**src/rtl/alu_op_sequencer.sv**
```systemverilog
// Serial issuer for the 16-bit combinational ALU: reads operands from a small
// register file, drives the ALU for one cycle, writes back and returns a response.
module alu_op_sequencer #(
  parameter int DATA_W = 16,
  parameter int NREG   = 8,
  parameter int AW     = 3
) (
  input  logic              clk,
  input  logic              rst_n,
  // Handshake rule for both channels: a transfer happens at a rising clk edge
  // where valid && ready; the initiator holds its payload until then.
  input  logic              req_valid,
  output logic              req_ready,
  input  logic [3:0]        req_op,
  input  logic [AW-1:0]     req_rd,
  input  logic [AW-1:0]     req_rs1,
  input  logic [AW-1:0]     req_rs2,
  input  logic              req_imm_en,
  input  logic [DATA_W-1:0] req_imm,
  output logic [3:0]        alu_sel,
  output logic [DATA_W-1:0] alu_a,
  output logic [DATA_W-1:0] alu_b,
  input  logic [DATA_W-1:0] alu_out,
  input  logic              alu_zero,
  output logic              rsp_valid,
  input  logic              rsp_ready,
  output logic [DATA_W-1:0] rsp_data,
  output logic              rsp_flag,
  output logic              rsp_dz,
  output logic [1:0]        dbg_state
);

  typedef enum logic [1:0] {
    IDLE  = 2'd0,
    ISSUE = 2'd1,
    RESP  = 2'd2
  } state_t;

  localparam logic [3:0] OP_DIV = 4'b0011;

  state_t            state;
  logic [DATA_W-1:0] rf [NREG];
  logic [AW-1:0]     rd_q;
  logic [DATA_W-1:0] rs1_val;
  logic [DATA_W-1:0] rs2_val;
  logic              is_cmp;
  logic              is_dz;

  // Register 0 is hardwired to zero on the read side; it is never written.
  assign rs1_val = (req_rs1 == '0) ? '0 : rf[req_rs1];
  assign rs2_val = (req_rs2 == '0) ? '0 : rf[req_rs2];

  // alu_sel doubles as the latched op code while the operation is in flight.
  assign is_cmp = (alu_sel[3:1] == 3'b111);
  assign is_dz  = (alu_sel == OP_DIV) && (alu_b == '0);

  assign req_ready = (state == IDLE);
  assign rsp_valid = (state == RESP);
  assign dbg_state = state;

  always_ff @(posedge clk or negedge rst_n) begin
    if (!rst_n) begin
      state    <= IDLE;
      alu_sel  <= '0;
      alu_a    <= '0;
      alu_b    <= '0;
      rd_q     <= '0;
      rsp_data <= '0;
      rsp_flag <= 1'b0;
      rsp_dz   <= 1'b0;
      for (int i = 0; i < NREG; i++) rf[i] <= '0;
    end else begin
      case (state)
        IDLE: begin
          if (req_valid) begin
            alu_sel <= req_op;
            alu_a   <= rs1_val;
            alu_b   <= req_imm_en ? req_imm : rs2_val;
            rd_q    <= req_rd;
            state   <= ISSUE;
          end
        end
        ISSUE: begin
          if (is_dz) begin
            rsp_data <= '1;
            rsp_flag <= 1'b0;
            rsp_dz   <= 1'b1;
          end else begin
            rsp_data <= alu_out;
            // alu_zero is only trustworthy for the compare ops.
            rsp_flag <= is_cmp ? alu_zero : (alu_out == '0);
            rsp_dz   <= 1'b0;
            if (rd_q != '0) rf[rd_q] <= alu_out;
          end
          state <= RESP;
        end
        RESP: begin
          if (rsp_ready) state <= IDLE;
        end
        default: state <= IDLE;
      endcase
    end
  end

endmodule

```
**config.mk**
```make
export PLATFORM = sky130hd
export DESIGN_NAME = alu_op_sequencer
export DESIGN_NICKNAME = d
export VERILOG_FILES = /design/src/rtl/alu_op_sequencer.sv
export SDC_FILE = /design/constraint.sdc
export NUM_CORES = 1
export LEC_CHECK = 0
export ABC_AREA = 1
export BUFFER_PORTS_ARGS = -buffer_cell sky130_fd_sc_hd__buf_2
export CORE_MARGIN = 3
export CORE_UTILIZATION = 30
export CTS_CLUSTER_DIAMETER = 80
export CTS_CLUSTER_SIZE = 12
export DETAILED_ROUTE_END_ITERATION = 6
export PLACE_DENSITY = 0.52
export RECOVER_POWER = 50
export SETUP_SLACK_MARGIN = 0.15
export SLEW_MARGIN = 20
export SYNTH_ARGS = -nofsm -noshare
export SYNTH_HDL_FRONTEND = slang
export SYNTH_SLANG_ARGS = --single-unit
export TNS_END_PERCENT = 100
```
**constraint.sdc**
```tcl
create_clock -name clk -period 4.2 [get_ports clk]
set_input_delay 0.21 -clock clk [delete_from_list [all_inputs] [get_ports clk]]
set_output_delay 0.21 -clock clk [all_outputs]
set_load 0.05 [all_outputs]
```
# Word level (Yosys, flattened, before mapping)
# Index checks and enable logic that the tools add are counted.
# word_totals
out_inout_bits	58
regBits	187
wordCells	60
# op_classes
mux	19
n_reduce_logical	11
order_cmp	4
n_eq_ne	6
bitwise_logic	4
# op_table
operator	n
$mux 16	9
$bwmux 128	1
$bmux 16 s3	2
$demux 16 s3	1
$logic_not 16->1	2
$ge 4x4->1 const B	3
$not 3->4	3
$logic_not 3->1	2
$pmux 2 s3	1
$eq 4x2->1 const B	1
$lt 4x1->1 const B	1
$mux 2	2
$reduce_and 2->1	2
$eq 3x3->1 const B	1
$mux 1	3
$reduce_and 3->1	1
$reduce_bool 3->1	1
$eq 2x1->1 const B	1
$eq 2x2->1 const B	1
$logic_and 1x1->1	2
$logic_not 2->1	1
$ne 2x1->1 const B	1
$ne 2x2->1 const B	1
$not 1->1	1

# Depth between registers and ports, before layout
# Gate-level depths: netlist (run 1).
# depth
word_depth	6
mapped_depth	11

# Worst setup path after synthesis (run 1)
# OpenSTA, ideal clock, no wires.
# synth_path
path_type	register to register
start	reg state[1], in the netlist dbg_state[1]
end	reg alu_a[0]
n_path_buf	1
setup_slack_ns	1.914
period_less_slack_ns	2.286
arrival_time_ns	2.165
stages_incl_launch_ff	8
cell_sequence	dfrtp_1 > nor2_1 > nand2_1 > inv_1 > clkbuf_1 > nand2_1 > nor2_1 > a21oi_1
# synth_via
elab_chain_len	2
# synth_lines
item	line	source
from (decl)	41	state_t state;
from (signal assigned)	63	state <= IDLE;
from (signal assigned)	80	state <= ISSUE;
from (signal assigned)	95	state <= RESP;
$logic_not 2->1	-	
net req_ready	13	output logic req_ready,
$reduce_and 2->1 (no line)	-	
to (signal assigned)	77	alu_a <= rs1_val;
to (decl)	21	output logic [DATA_W-1:0] alu_a,
# The timed path passes the listed nets, and every way through them passes these cells.
# A chain may end at the register's enable or synchronous reset.

==> key figures, run 1 <==
Status
  – Status: complete, but fails checks
  – Failing checks: capacitance limit, slew limit

STA
  – Post-route setup TNS: 0 ns
  – Period utilization: 68.9%
  – Final-report setup violation count: 0
  – RSZ-0062 raised after global routing: no
  – Worst Tran Pin Value: between 2 and 3 ns
  – Pins over their slew limit: 143
  – Max Clk Rate: 345 MHz
  – Final Hold Viols: 0
  – Fin crit period: 2.90 ns
  – Setup WS post-layout: 1.30 ns
  – Worst Clk Skew: 0.0138 ns
  – Slew Limit Headroom: -68.9%

Critical path
  – CP Capture Type: async pin
  – Slowest stage cell, crit path: clkbuf_2
  – Crit path buf inv count: 3
  – Crit-path cells: dlygate4sd3_1 > clkbuf_2 > clkbuf_2
  – Worst EP arrival: about 3.4 ns
  – R2r setup slk: 1.47 ns
  – Worst path required time: between 4 and 5 ns
  – CP max stage delay: 1.79 ns
  – CP most frequent cell: clkbuf_2
  – CP startpoint kind: input pin
  – Crit-path leading delay family: buffers and inverters
  – Critical path fanouts, max: 94
  – WS Path Type: in2async

Min path
  – Worst hold path class: in2reg

Cells and area
  – Final Util: 35.6%
  – Final #Nets: between 1000 and 1500
  – P&R area growth vs syn: 15.1%
  – Layout cell share with drive strength beyond 1: under 10%
  – Non-filler instance count after layout: 1777
  – Number of diodes: 0

Routing
  – Drt wl/cell: around 20 µm
  – Initial DRC count: 919
  – Antenna-violating nets left: 0
  – Vias per cell: 5.14
  – Via count: 9131
  – DR pass1 iterations: 5
  – DRC: 0
  – WL final: 34.6 mm

Global route
  – Initial antenna violation count: 0
  – Largest net degree at the start of global routing: 95
  – Vias in the first global route: 8619
  – Total global-route track usage: approximately a fifth
  – Total grt overflow: 0
  – Global-route wire length before repair: approximately 53 mm

Logic synthesis
  – Post-synth top area share: 46.0%
  – Post-synth EDFFs: 0
  – Synthesis-stage register bit count: 171
  – Sequential-to-total area share from yosys stat: approximately 46%
  – Yosys warnings: 0
  – Ranking of synthesized cells by area: dfrtp_1, nand2_1, nand4_1
  – Average size of a mapped cell: approximately 7.1 µm²
  – Top post-synthesis cells by count: nand2_1, dfrtp_1, nor2_1
  – Largest area contributor in the netlist: dfrtp_1
  – Most frequent cell after synthesis: nand2_1
  – Mapped Cells: between 1000 and 1500
  – Syn nets: 1370
  – Cell variety after synth: 27
  – Post-synth top flop: dfrtp_1
  – Mapped Area: 9310 µm²
  – Post-synth ARST share: 100%

Floorplan
  – Initial Util: a little over 30%
  – Die width: 182 µm
  – Std cell rows: 63
  – Core area: 30100 µm²
  – Die area: 33200 µm²
  – Die Y: 182 µm
  – # IOs: 109

Pwr
  – Peak supply drop: 495 µV
  – Power Internal: 4290 µW
  – Switch share: 48.3%
  – Pwr dens: 774 nW/µm²
  – P_leak: 0.00530 µW
  – Logic pwr share: 41.6%
  – Clock share of power: 20.8%
  – Seq pwr share: 37.6%
  – Sw power: 4010 µW

Place
  – Setup WS pre-CTS: 1.58 ns
  – Placed Cells: 1736
  – Placed wire-length estimate: between 20 and 25 mm
  – Gpl congestion: between 0.8 and 0.9
  – Port Buffers: between 100 and 150

Run
  – Max-cap viol count: 2

Clock tree
  – Clock root cell: clkbuf_16
  – Cts bufs inserted: 17
  – TritonCTS clock tree: done
  – # H-tree levels: 4
  – Clock-pin slew on the worst setup and hold paths: 0.07 ns
  – Clock Path Buffers: 2
  – # clock sinks: 171
  – Setup Buffers After CTS: 0
  – Clock latency on the worst-skew pair: 0.45 ns
==> worst reg2reg max path: stages, from the launching register on <==
cell	delay, ns
dfrtp_1	0.43
nor2_1	0.09
nand2_2	0.07
clkbuf_1	1.56
nor3_1	0.29
a21oi_1	0.22
==> kinds of logic (layout without fill, tap and decap cells) <==
logic type             count (synthesis)  count (layout)  share of synthesized area [%]
AND/OR/NAND/NOR                      901             901                           41.8
AO/OA/AOI/OAI                         79              79                           4.84
flip-flops                           171             171                           46.0
buffers and inverters                168             236                           7.39
==> power groups by stage <==
stage | clock [µW] | combinational [µW] | sequential (µW)
2_1_floorplan | 0 | 1700 | 3880
3_3_place_gp | 0 | 3480 | 3110
3_5_place_dp | 0 | 3510 | 3120
4_1_cts | 1750 | 3530 | 3100
5_1_grt | 1820 | 3830 | 3240
6_report | 1730 | 3450 | 3120
==> metrics by stage <==
stage                     hold WS, ns  cell area, µm²  power [µW]
after global placement          0.400           10100        6590
after global routing            0.123           10700        8890
after floorplan               -0.0856            9310        5580
final                          0.0974           10700        8290
after CTS                      0.0873           10800        8380
after detailed placement        0.397           10100        6640
==> layer usage <==
| layer | up-vias | global-route usage [%] | routed length (µm) |
|---|---|---|---|
| li1 | 4383 | - | - |
| met1 | 4321 | 30.1 | 15800 |
| met2 | 370 | 31.7 | 15200 |
| met3 | 57 | 3.75 | 2620 |
| met4 | 0 | 6.86 | 935 |
| met5 | - | 0 | 0 |
==> sequential cells by signal (all words and copies together) (netlist names) <==
register / flops
rsp_data: 16
alu_sel: 4
alu_a: 16
alu_b: 16
rf: 112
rsp_flag: 1
dbg_state: 2
rd_q: 3
rsp_dz: 1
==> path summary, 6_finish.rpt <==
check | startpoint | to | cells past startpoint
max in group clk | dbg_state[1] | alu_a[9] | 5
max | rst_n | rf[24] | 3
min in group asynchronous | rst_n | alu_b[8] | 2
min | req_imm[15] | alu_b[15] | 5
min reg2reg | rf[3] | rf[3] | 2
max reg2reg | dbg_state[1] | alu_a[9] | 5
==> cells in the final DEF (no fill, tap or decap), types with 7 or more instances in the layout <==
master / instances
nand4_1: 123
inv_1: 61
nand3_2: 7
buf_4: 16
nand2_1: 546
buf_2: 51
nor2_1: 144
clkbuf_1: 57
nand3_1: 60
a21oi_1: 27
dfrtp_1: 171
clkbuf_16: 17
dlygate4sd3_1: 9
o211ai_1: 19
o21ai_0: 28
nor3_1: 7
==> cell type report <==
| class | count | area, µm² |
|---|---|---|
| fillers | 3292 | 19400 |
| multi-input cells | 980 | 4350 |
| flip-flops and latches | 171 | 4280 |
| repair buffers | 137 | 714 |
| well taps | 390 | 488 |
| clock buffers | 18 | 439 |
| inverters | 67 | 251 |
| clock inverters | 14 | 189 |
==> what timing repair did <==
item / 4_1_cts / 5_1_grt
hold buffers: 9 / 0
endpoints found under the hold margin: 99 / 0
gates resized for setup: 0 / 0
(Power assumes the default switching activity.)
==> inputs of run 2 (changes only) <==
clock period = 2.8 ns   (was 4.2 ns; I/O delays follow)
==> key figures, run 2 (same netlist as run 1, synthesis figures left out) <==
Clock tree
  – # H-tree levels: 4 (unchanged)
  – Clock Path Buffers: 2 (unchanged)
  – Clock-pin slew on the worst setup and hold paths: 0.07 ns (about the same)
  – # clock sinks: 171 (unchanged)
  – Cts bufs inserted: 17 (unchanged)
  – Clock root cell: clkbuf_16
  – Setup Buffers After CTS: 0 (unchanged)
  – Clock latency on the worst-skew pair: 0.44 ns (about the same)
  – TritonCTS clock tree: done

Critical path
  – Crit-path leading delay family: simple AND/OR/NAND/NOR gates
  – WS Path Type: reg2reg
  – Critical path fanouts, max: 123 (+31%)
  – CP most frequent cell: nand2_1
  – CP Capture Type: flip-flop
  – Worst EP arrival: 2.57 ns (-0.83 ns)
  – CP startpoint kind: flip-flop
  – Worst path required time: 3.13 ns (-1.58 ns)
  – Crit path buf inv count: 2 (-1)
  – Crit-path cells: nand2_1 > inv_1 > nand2_1 > nor2_1 > nand3_4 > buf_12 > nand3_2 > nand2_1 > nand2_1
  – CP max stage delay: 0.48 ns (-1.31 ns)
  – Slowest stage cell, crit path: nand3_2

Cells and area
  – Final instance area: 10900 µm² (+1.9%)
  – Top reg by flops: rf
  – Max reg flops: 112 (unchanged)
  – Final #Nets: 1448 (+1.6%)
  – Most common cell after layout, fill and taps aside: nand2_1
  – Most frequent cells in the layout: nand2_1, dfrtp_1, nor2_1
  – Layout cell share with drive strength beyond 1: 10.7% (+1.6 points)
  – Number of diodes: 0 (unchanged)
  – P&R area growth vs syn: 17.3%

Routing
  – Initial DRC count: 1057 (+15%)
  – Via count: 9365 (+2.6%)
  – Drt wl/cell: 19.9 µm (+2.3%)
  – Antenna-violating nets left: 0 (unchanged)
  – WL final: 35.8 mm (+3.6%)
  – DR pass1 iterations: 5 (unchanged)
  – DRC: 0 (unchanged)
  – Vias per cell: 5.20 (+1.3%)

STA
  – Worst Clk Skew: 0.00978 ns (-0.00398 ns)
  – Final-report setup violation count: 0 (unchanged)
  – Period utilization: 80.0%
  – Post-route setup TNS: 0 ns (unchanged)
  – Pins over their slew limit: 66 (-54%)
  – Slew Limit Headroom: -23.1% (+46 points)
  – RSZ-0062 raised after global routing: no
  – Fin crit period: 2.24 ns
  – Max Clk Rate: approximately 450 MHz
  – Final Hold Viols: 0 (unchanged)
  – Worst Tran Pin Value: 1.85 ns (-0.687 ns)

Run
  – Max-cap viol count: 1 (-1)

Floorplan
  – # IOs: 109 (unchanged)
  – Die width: 182 µm (unchanged)
  – Die Y: 182 µm (unchanged)
  – Core area: 30100 µm² (unchanged)
  – Initial Util: 30.9% (unchanged)
  – Std cell rows: 63 (unchanged)
  – Die area: 33200 µm² (unchanged)

Pwr
  – Pwr dens: 1130 nW/µm² (+47%)
  – Power Internal: 6300 µW (+47%)
  – Logic pwr share: 43.0% (+1.4 points)
  – Sw power: 6090 µW (+52%)
  – P_leak: 0.00543 µW (+2.5%)
  – Seq pwr share: 37.8% (+0.2 points)
  – Peak supply drop: 1300 µV (+160%)
  – Clock share of power: 19.2% (-1.6 points)
  – Switch share: 49.1% (+0.83 points)

Global route
  – Initial antenna violation count: 0 (unchanged)
  – Vias in the first global route: 8701 (+0.95%)
  – Global-route wire length before repair: 54.4 mm (+2.0%)
  – Total global-route track usage: 21.4% (+0.51 points)
  – Largest net degree at the start of global routing: 124 (+31%)
  – Total grt overflow: 0 (unchanged)

Place
  – Placed wire-length estimate: 23.3 mm (+4.5%)
  – Port Buffers: 108 (unchanged)
  – Post-place instance area: 10300 µm² (+2.6%)
  – Gpl congestion: 0.851 (-1.6%)

Status
  – Status: complete, but fails checks
  – Failing checks: capacitance limit, slew limit

Min path
  – Worst hold path class: in2reg
==> run 2: tightest hold or removal path, stage by stage <==
cell     delay [ns]
buf_2          0.07
nor2_1         0.03
nor2_1         0.09
nand2_1        0.06
nand2_1        0.05
==> run 2: stage by stage <==
step	power, µW	utilization, %	std cells	setup WS [ns]	hold WS [ns]
after global placement	10000	34.3	1759	0.634	0.204
final	12400	36.3	1800	0.561	0.0352
after floorplan	8370	-	1319	0.514	-0.156
after CTS	12500	36.5	1800	0.606	0.0298
after global routing	13200	36.3	1800	0.266	0.0626
after detailed placement	10100	34.3	1759	0.625	0.198
==> run 2: area by class of cell <==
class                           count  area [µm²]
Sequential cell                   171        4280
Multi-Input combinational cell    980        4350
Timing Repair Buffer              160         983
Inverter                           67         251
Tap cell                          390         488
Fill cell                        3255       19200
Clock buffer                       17         425
Clock inverter                     15         141
==> run 2: final timing paths <==
kind                             start        end  slack (ns)  cells after the start
min in group asynchronous        rst_n  alu_b[12]        0.72                      2
hold / removal             req_imm[10]  alu_b[10]        0.04                      5
max in group asynchronous        rst_n     rf[93]        0.64                      3
hold reg to reg                  rf[3]      rf[3]        0.47                      2
setup / recovery            alu_sel[1]     rf[32]        0.56                      9
setup reg to reg            alu_sel[1]     rf[32]        0.56                      9
==> run 2: per-layer routing <==
metal  vias to the layer above  part of all wire [%]  track usage, %
met4                         0                   2.6            6.70
met5                         -                     0               0
li1                       4420                     -               -
met1                      4487                    46            31.7
met3                        56                   7.8            4.05
met2                       402                    43            31.5
==> run 2: power by group through the flow <==
stage | combinational, µW | clock (µW) | sequential, µW
after floorplan | 2540 | 0 | 5820
after detailed placement | 5420 | 0 | 4690
after global routing | 5880 | 2510 | 4850
final | 5330 | 2380 | 4690
after CTS | 5440 | 2410 | 4650
after global placement | 5360 | 0 | 4680
==> run 2: repair_timing <==
item / 4_1_cts / 5_1_grt
gates resized for setup: 0 / 0
endpoints found under the setup margin: 0 / 0
hold buffers: 9 / 0
endpoints found under the hold margin: 69 / 0
